[config.mk]
export PLATFORM = sky130hd
export DESIGN_NAME = generator_apasare
export DESIGN_NICKNAME = d
export VERILOG_FILES = /design/src/rtl/generator_apasare_pkg.sv /design/src/rtl/buton_canal.sv /design/src/rtl/generator_apasare.sv
export SDC_FILE = /design/constraint.sdc
export NUM_CORES = 1
export LEC_CHECK = 0
export ABC_AREA = 1
export CAP_MARGIN = 20
export CELL_PAD_IN_SITES_DETAIL_PLACEMENT = 0
export CELL_PAD_IN_SITES_GLOBAL_PLACEMENT = 1
export CORE_MARGIN = 2
export CORE_UTILIZATION = 43
export DETAILED_ROUTE_END_ITERATION = 8
export PLACE_DENSITY_LB_ADDON = 0.1
export SETUP_SLACK_MARGIN = 0.2
export SKIP_CTS_REPAIR_TIMING = 1
export SLEW_MARGIN = 10
export SYNTH_ARGS = -nofsm -noshare
export SYNTH_HDL_FRONTEND = slang
export SYNTH_HIERARCHICAL = 1
export SYNTH_SLANG_ARGS = --single-unit
[constraint.sdc]
create_clock -name clk_148Mhz -period 1.6 [get_ports clk_148Mhz]
set_input_delay 0.48 -clock clk_148Mhz [delete_from_list [all_inputs] [get_ports clk_148Mhz]]
set_output_delay 0.48 -clock clk_148Mhz [all_outputs]
set_load 0.05 [all_outputs]
[src/rtl/generator_apasare_pkg.sv]
// Shared definitions for the button pulse generator: channel FSM states,
// counter width and the default timing values at 148.5 MHz.
package generator_apasare_pkg;

  localparam int unsigned CNT_W                 = 28;
  localparam int unsigned DEBOUNCE_CYC_DEF      = 1_485_000;   // 10 ms
  localparam int unsigned REPEAT_DELAY_CYC_DEF  = 74_250_000;  // 0.5 s
  localparam int unsigned REPEAT_PERIOD_CYC_DEF = 14_850_000;  // 100 ms

  typedef enum logic [2:0] {
    ST_IDLE      = 3'd0,
    ST_DEB_PRESS = 3'd1,
    ST_HELD      = 3'd2,
    ST_REPEAT    = 3'd3,
    ST_DEB_REL   = 3'd4
  } stare_t;

endpackage

[src/rtl/buton_canal.sv]
// One button channel: 2-flop synchronizer, debounce / auto-repeat FSM,
// 28-bit cycle counter and a one-cycle pulse flop.
module buton_canal
  import generator_apasare_pkg::*;
#(
  parameter int unsigned DEBOUNCE_CYC      = DEBOUNCE_CYC_DEF,
  parameter int unsigned REPEAT_DELAY_CYC  = REPEAT_DELAY_CYC_DEF,
  parameter int unsigned REPEAT_PERIOD_CYC = REPEAT_PERIOD_CYC_DEF
) (
  input  logic clk,
  input  logic rst,
  input  logic btn,
  output logic puls_next,
  output logic puls
);

  localparam int unsigned CNT_MAX = (1 << CNT_W) - 1;

  if (DEBOUNCE_CYC == 0 || DEBOUNCE_CYC > CNT_MAX ||
      REPEAT_DELAY_CYC == 0 || REPEAT_DELAY_CYC > CNT_MAX ||
      REPEAT_PERIOD_CYC == 0 || REPEAT_PERIOD_CYC > CNT_MAX) begin : g_param_err
    $error("buton_canal: timing parameters must be in 1 .. 2^28-1");
  end

  localparam logic [CNT_W-1:0] DEB_LAST = CNT_W'(DEBOUNCE_CYC - 1);
  localparam logic [CNT_W-1:0] DLY_LAST = CNT_W'(REPEAT_DELAY_CYC - 1);
  localparam logic [CNT_W-1:0] PER_LAST = CNT_W'(REPEAT_PERIOD_CYC - 1);

  logic [1:0]       sync_q, sync_d;
  stare_t           stare_q, stare_d;
  logic [CNT_W-1:0] cnt_q, cnt_d;
  logic             puls_q, puls_d;
  logic             s;

  assign s = sync_q[1];

  // Next-state, counter and pulse decode; the raw input only enters sync_d.
  always_comb begin
    sync_d  = {sync_q[0], btn};
    stare_d = stare_q;
    cnt_d   = cnt_q + CNT_W'(1);
    puls_d  = 1'b0;
    case (stare_q)
      ST_IDLE: begin
        cnt_d = '0;
        if (s) stare_d = ST_DEB_PRESS;
      end
      ST_DEB_PRESS: begin
        if (!s) begin
          stare_d = ST_IDLE;
          cnt_d   = '0;
        end else if (cnt_q == DEB_LAST) begin
          stare_d = ST_HELD;
          cnt_d   = '0;
          puls_d  = 1'b1;
        end
      end
      ST_HELD: begin
        if (!s) begin
          stare_d = ST_DEB_REL;
          cnt_d   = '0;
        end else if (cnt_q == DLY_LAST) begin
          stare_d = ST_REPEAT;
          cnt_d   = '0;
          puls_d  = 1'b1;
        end
      end
      ST_REPEAT: begin
        if (!s) begin
          stare_d = ST_DEB_REL;
          cnt_d   = '0;
        end else if (cnt_q == PER_LAST) begin
          cnt_d   = '0;
          puls_d  = 1'b1;
        end
      end
      ST_DEB_REL: begin
        if (s) begin
          cnt_d = '0;
        end else if (cnt_q == DEB_LAST) begin
          stare_d = ST_IDLE;
          cnt_d   = '0;
        end
      end
      default: begin
        stare_d = ST_IDLE;
        cnt_d   = '0;
      end
    endcase
  end

  // Channel state registers, cleared asynchronously.
  always_ff @(posedge clk or posedge rst) begin
    if (rst) begin
      sync_q  <= '0;
      stare_q <= ST_IDLE;
      cnt_q   <= '0;
      puls_q  <= 1'b0;
    end else begin
      sync_q  <= sync_d;
      stare_q <= stare_d;
      cnt_q   <= cnt_d;
      puls_q  <= puls_d;
    end
  end

  // The decoded pulse is also exported so the top can apply pair
  // suppression and register its outputs on the same edge as puls_q.
  assign puls_next = puls_d;
  assign puls      = puls_q;

endmodule

[src/rtl/generator_apasare.sv]
// Four debounced, auto-repeating button channels feeding registered
// one-cycle move requests; opposing pulses on the same cycle cancel.
module generator_apasare
  import generator_apasare_pkg::*;
#(
  parameter int unsigned DEBOUNCE_CYC      = DEBOUNCE_CYC_DEF,
  parameter int unsigned REPEAT_DELAY_CYC  = REPEAT_DELAY_CYC_DEF,
  parameter int unsigned REPEAT_PERIOD_CYC = REPEAT_PERIOD_CYC_DEF
) (
  input  logic clk_148Mhz,
  input  logic reset,
  input  logic btnL,
  input  logic btnR,
  input  logic btnU,
  input  logic btnD,
  output logic buton_apasatL,
  output logic buton_apasatR,
  output logic buton_apasatU,
  output logic buton_apasatD
);

  logic [3:0] btn_raw;
  logic [3:0] puls_next;
  logic [3:0] puls;
  logic [3:0] out_q, out_d;

  assign btn_raw = {btnL, btnR, btnU, btnD};

  for (genvar i = 0; i < 4; i++) begin : g_canal
    buton_canal #(
      .DEBOUNCE_CYC     (DEBOUNCE_CYC),
      .REPEAT_DELAY_CYC (REPEAT_DELAY_CYC),
      .REPEAT_PERIOD_CYC(REPEAT_PERIOD_CYC)
    ) u_canal (
      .clk      (clk_148Mhz),
      .rst      (reset),
      .btn      (btn_raw[i]),
      .puls_next(puls_next[i]),
      .puls     (puls[i])
    );
  end

  // Opposing-pair suppression: bit order is L, R, U, D.
  always_comb begin
    out_d    = '0;
    out_d[3] = puls_next[3] & ~puls_next[2];
    out_d[2] = puls_next[2] & ~puls_next[3];
    out_d[1] = puls_next[1] & ~puls_next[0];
    out_d[0] = puls_next[0] & ~puls_next[1];
  end

  // Output registers.
  always_ff @(posedge clk_148Mhz or posedge reset) begin
    if (reset) out_q <= '0;
    else       out_q <= out_d;
  end

  assign buton_apasatL = out_q[3];
  assign buton_apasatR = out_q[2];
  assign buton_apasatU = out_q[1];
  assign buton_apasatD = out_q[0];

  // A registered request can only exist where its channel pulsed.
  a_out_from_canal: assert property (@(posedge clk_148Mhz) disable iff (reset)
    (out_q & ~puls) == 4'b0000);

endmodule

# Yosys cells after proc, flatten, opt, wreduce, memory -nomap -nowiden
# Cells that the tools add are included.
# totals
out_inout_bits,4
rom_bits,0
mem_count,0
latch_bits,0
inputBits,6
regBits,136
ram_bits,0
# op_classes
n_mul,0
n_eq_ne,52
add_sub_neg,4
n_shift,0
div_mod_pow,0
reduce_logical,8
muxes,96
n_lt_le_gt_ge,0
bitwise_logic,8
# ops
operator,count
2-to-1 mux 28 bit,28
case mux 28 bit (4 select lines),4
"adder 28 x 1 -> 28 bit, second input constant",4
"equality test 28 x 21 -> 1 bit, second input constant",4
"equality test 28 x 24 -> 1 bit, second input constant",4
"equality test 28 x 27 -> 1 bit, second input constant",4
2-to-1 mux 3 bit,32
case mux 3 bit (5 select lines),4
"equality test 3 x 2 -> 1 bit, second input constant",8
2-to-1 mux 1 bit,24
"inequality test 3 bit, second input constant",8
AND reduction 6 bit,4
"inequality test 2 x 1 -> 1 bit, second input constant",8
"inequality test 2 bit, second input constant",8
"equality test 3 x 1 -> 1 bit, second input constant",4
"equality test 3 bit, second input constant",4
logical NOT 3 bit,4
case mux 1 bit (3 select lines),4
AND 1 bit,4
NOT 1 bit,4

# Logic depth before layout (Yosys ltp)
# logic_depth
word_depth,6
mapped_depth,12
ltp_nobuf,12

# Hierarchy
# The synthesis kept the hierarchy.
# modules_own_cells
module,instances,cells_each,seq_area_each_um2,area_each_um2
buton_canal at g_canal[0].u_canal ...,2,290,850.8,2155.8
buton_canal at g_canal[3].u_canal,1,357,850.8,2317.2
buton_canal at g_canal[2].u_canal,1,298,850.8,2090.8
generator_apasare,1,13,100.1,133.9

# Worst setup path before layout
# No wires, ideal clock.
# synth_timing
kind,register -> register
start,register g_canal[0].u_canal.cnt_q[0]
end,register g_canal[0].u_canal.cnt_q[11]
setup_time_ns,0.127
arrival_time_ns,1.547
required_ns,1.473
setup_slack_ns,-0.074
synth_period_minus_slack_ns,1.674
path_stages_with_launch,12
n_path_buf,1
cell_sequence,dfrtp_1 ha_1 nand2_2 nor2_4 nand3b_4 nor2_2 nand2_1 nand2_1 nand2_4 nor2_8 buf_12 nor2_2
# synth_via
elab_chain_len,4
# synth_lines
item,line,rtl
start: declaration,buton_canal.sv:31,"logic [CNT_W-1:0] cnt_q, cnt_d;"
start signal: assignment,buton_canal.sv:102,cnt_q <= cnt_d;
adder 28 x 1 -> 28 bit (tied with other cells),buton_canal.sv:41,cnt_d = cnt_q + CNT_W'(1);
"2-to-1 mux 28 bit, on equally long branches (2 in a row)",--,
case mux 28 bit (4 select lines) *,buton_canal.sv:43,case (stare_q)
via g_canal[0].u_canal.cnt_d[11],buton_canal.sv:31,
# Mark *: on every way through the listed nets, which the timed path passes. The rest lies on a longest branch.
# A chain may end at the register's enable or synchronous reset.

# Worst setup path in the final report
# layout_timing
start,register g_canal[2].u_canal.cnt_q[1]
end,register g_canal[2].u_canal.cnt_q[2]
# layout_via
elab_chain_len,4
# layout_lines
item,line
start: declaration,buton_canal.sv:31
start signal: assignment,buton_canal.sv:102
adder 28 x 1 -> 28 bit (tied with other cells),buton_canal.sv:41
"2-to-1 mux 28 bit, on equally long branches (2 in a row)",--
case mux 28 bit (4 select lines) *,buton_canal.sv:43
via g_canal[2].u_canal.cnt_d[2],buton_canal.sv:31
# Marked as above.

==> results.md <==
* Status: finished, violations left
* Failing checks: setup timing
* Type of origin of the critical path: register
* Clock network power share at 30.4%
* Area after DPL at 0.0106 mm^2
* Net switching power at 0.00444 W
* Max Fclk at 562 MHz
* Mapped Area at 0.00875 mm^2
* Worst path max stage delay at 0.40 ns
* Horiz. Die Dim at 147 um
* Vias in the first global route at 7,953
* Part of the power in registers at 31.8%
* Final Util at 60.2%
* Worst R2R Setup Slack at -0.18 ns
* Max_cap viols at 0
* Routability cong. at 0.875
* Final max-slew violation count at 0
* FF+latch area at 0.00340 mm^2
* Final Setup Violations at 124
* CTS H-Tree Depth at 4
* DRC Markers at 0
* Die height at 147 um
* Worst-Skew Late Latency at 0.43 ns
* Relative slew slack at 72.7%
* CTS tree: yes
* Drt total wl at 22,700 um
* Tcrit/Tclk final at 111%
* I/O Buffers at 9
* DRT iter0 DRCs at 324
* Final Instance Area at 0.0121 mm^2
* Syn avg cell area at 7.04 um^2
* Avg Vias per Cell at 4.70
* Combinational power share at 37.7%
* Multi-input gate area at 0.00524 mm^2
* Post-DP HPWL at 16,500 um
* CP Capture Type: register
* TritonCTS Sinks at 136
* FP Rows at 52
* DRT Pass-1 Iters at 4
* Fillers at 1,854
* CTS clk-pin slew, worst paths at 0.06 ns
* CP bufs+invs at 1
* Pleak at 5.33 nW
* CP arrival at 2.09 ns
* Pwr per Cell Area at 1000 mW/mm^2
* Worst Hold Endpoint: g_canal[1].u_canal/sync_q[1]
* Via count at 8,193
* Nets at 1,470
* Initial Util at 43.5%
* Critical-path cell with the highest stage delay: dfrtp_1
* CTS max path bufs at 2
* First-pass GRT wire length at 37,200 um
* Setup slack at placement at -0.118 ns
* Net Sw Frac at 36.6%
* Largest net degree at the start of global routing at 34
* Critical path peak fanout at 7
* Worst r2r path cells at 11
* Routed WL per cell at 13.1 um
* Critical Path Start: g_canal[2].u_canal/cnt_q[1]
* GRT overflow at 0
* Most common library cell in the layout ignoring fill and taps: nand2_1
* Antenna viol nets, final at 0
* Syn_nets at 1,254
* Worst slew pin tran at 0.409 ns
* Ant diodes at 0
* Core area at 0.0201 mm^2
* I/O pins at 10
* All-Layer GR Usage at 21.3%
* R2R Path Start: g_canal[2].u_canal/cnt_q[1]
* Die area at 0.0215 mm^2
* Mapped Cells at 1,244
* CP delay by family, top: simple AND/OR/NAND/NOR gates
* WP data required at 1.91 ns
* CP Cell Sequence: ha_4, nand2_4, nor2_4, nand3_4, nor2_4, nand2_2, nand2_2, nand2_4, nor2_8, clkbuf_16, nor2_2
* Worst hold stages at 0
* WS Path Type: register to register
* Most frequent cells in the layout: nand2_1, nor2_1, buf_4, inv_1, dfrtp_1
* Proportion of layout cells with a drive suffix above 1 at 32.2%
* Min Hold Slack at 0.348 ns
* Num CTS Buffers at 17
* Initial antenna violation count at 0
* Minimum clock period at 1.78 ns
* Worst IR Drop VDD at 0.822 mV
* Area added between synthesis and finish at 38.1%
* Final Worst Setup Slack at -0.179 ns
* Reg-to-reg critical path endpoint: g_canal[2].u_canal/cnt_q[2]
* Ys Warns at 6
* Final hold violation count at 0
* Hold Path Origin: g_canal[1].u_canal/sync_q[0]
* HP Class: register to register
* Clk root buf: clkbuf_16
* RSZ-0062 raised after global routing: true
* Post-Route Skew at 0.0122 ns
* Internal at 0.00769 W
==> worst register-to-register path, delay by kind of cell (launching register included) <==
family / cells / cell delay (ns)
simple gates: 9 / 0.92
flops: 1 / 0.40
buf+inv: 1 / 0.20
fa+ha+maj: 1 / 0.17
==> how the worst max path moves through the flow <==
stage	end	slack, ns	cells after the start
final	g_canal[2].u_canal/cnt_q[2]	-0.18	11
after floorplan	g_canal[0].u_canal/cnt_q[11]	-0.07	11
after global routing	g_canal[2].u_canal/cnt_q[2]	-0.26	11
after detailed placement	g_canal[3].u_canal/cnt_q[14]	-0.12	10
after CTS	g_canal[3].u_canal/cnt_q[14]	-0.15	10
after global placement	g_canal[3].u_canal/cnt_q[26]	-0.1	10
==> layer usage <==
metal / vias up / part of all wire [%] / GRT usage (%)
li1: 4273 / - / -
met1: 3814 / 48 / 28.7
met2: 92 / 48 / 35.3
met3: 14 / 2.9 / 4.16
met4: 0 / 0.77 / 5.19
met5: - / 0 / 0
==> power groups by stage <==
stage               sequential, W  combinational [W]  clock, W
floorplan                 0.00385            0.00238         0
global placement          0.00388            0.00346         0
detailed placement        0.00388            0.00348         0
CTS                       0.00382            0.00348   0.00379
global route              0.00389            0.00500   0.00393
finish                    0.00386            0.00458   0.00369
==> per-stage QoR <==
step / instances / setup TNS (ns) / total power, W
2_1_floorplan: 1244 / -2.44 / 0.00623
3_3_place_gp: 1690 / -6.37 / 0.00734
3_5_place_dp: 1690 / -8.82 / 0.00736
4_1_cts: 1722 / -9.60 / 0.0111
5_1_grt: 1743 / -27.66 / 0.0128
6_report: 1743 / -14.61 / 0.0121
==> final cells by class <==
type / count / area share (%)
well taps: 270 / 2.79
clock inverters: 12 / 0.745
multi-input cells: 931 / 43.3
inverters: 167 / 5.18
repair buffers: 207 / 16.0
clock buffers: 20 / 3.78
flip-flops and latches: 136 / 28.2
==> flip-flops by register name (all words and copies together), names as in the netlist <==
| name | count |
|---|---|
| g_canal.u_canal/cnt_q | 112 |
| g_canal.u_canal/stare_q | 12 |
| g_canal.u_canal/sync_q | 8 |
| out_q | 4 |
(Power assumes the default switching activity.)
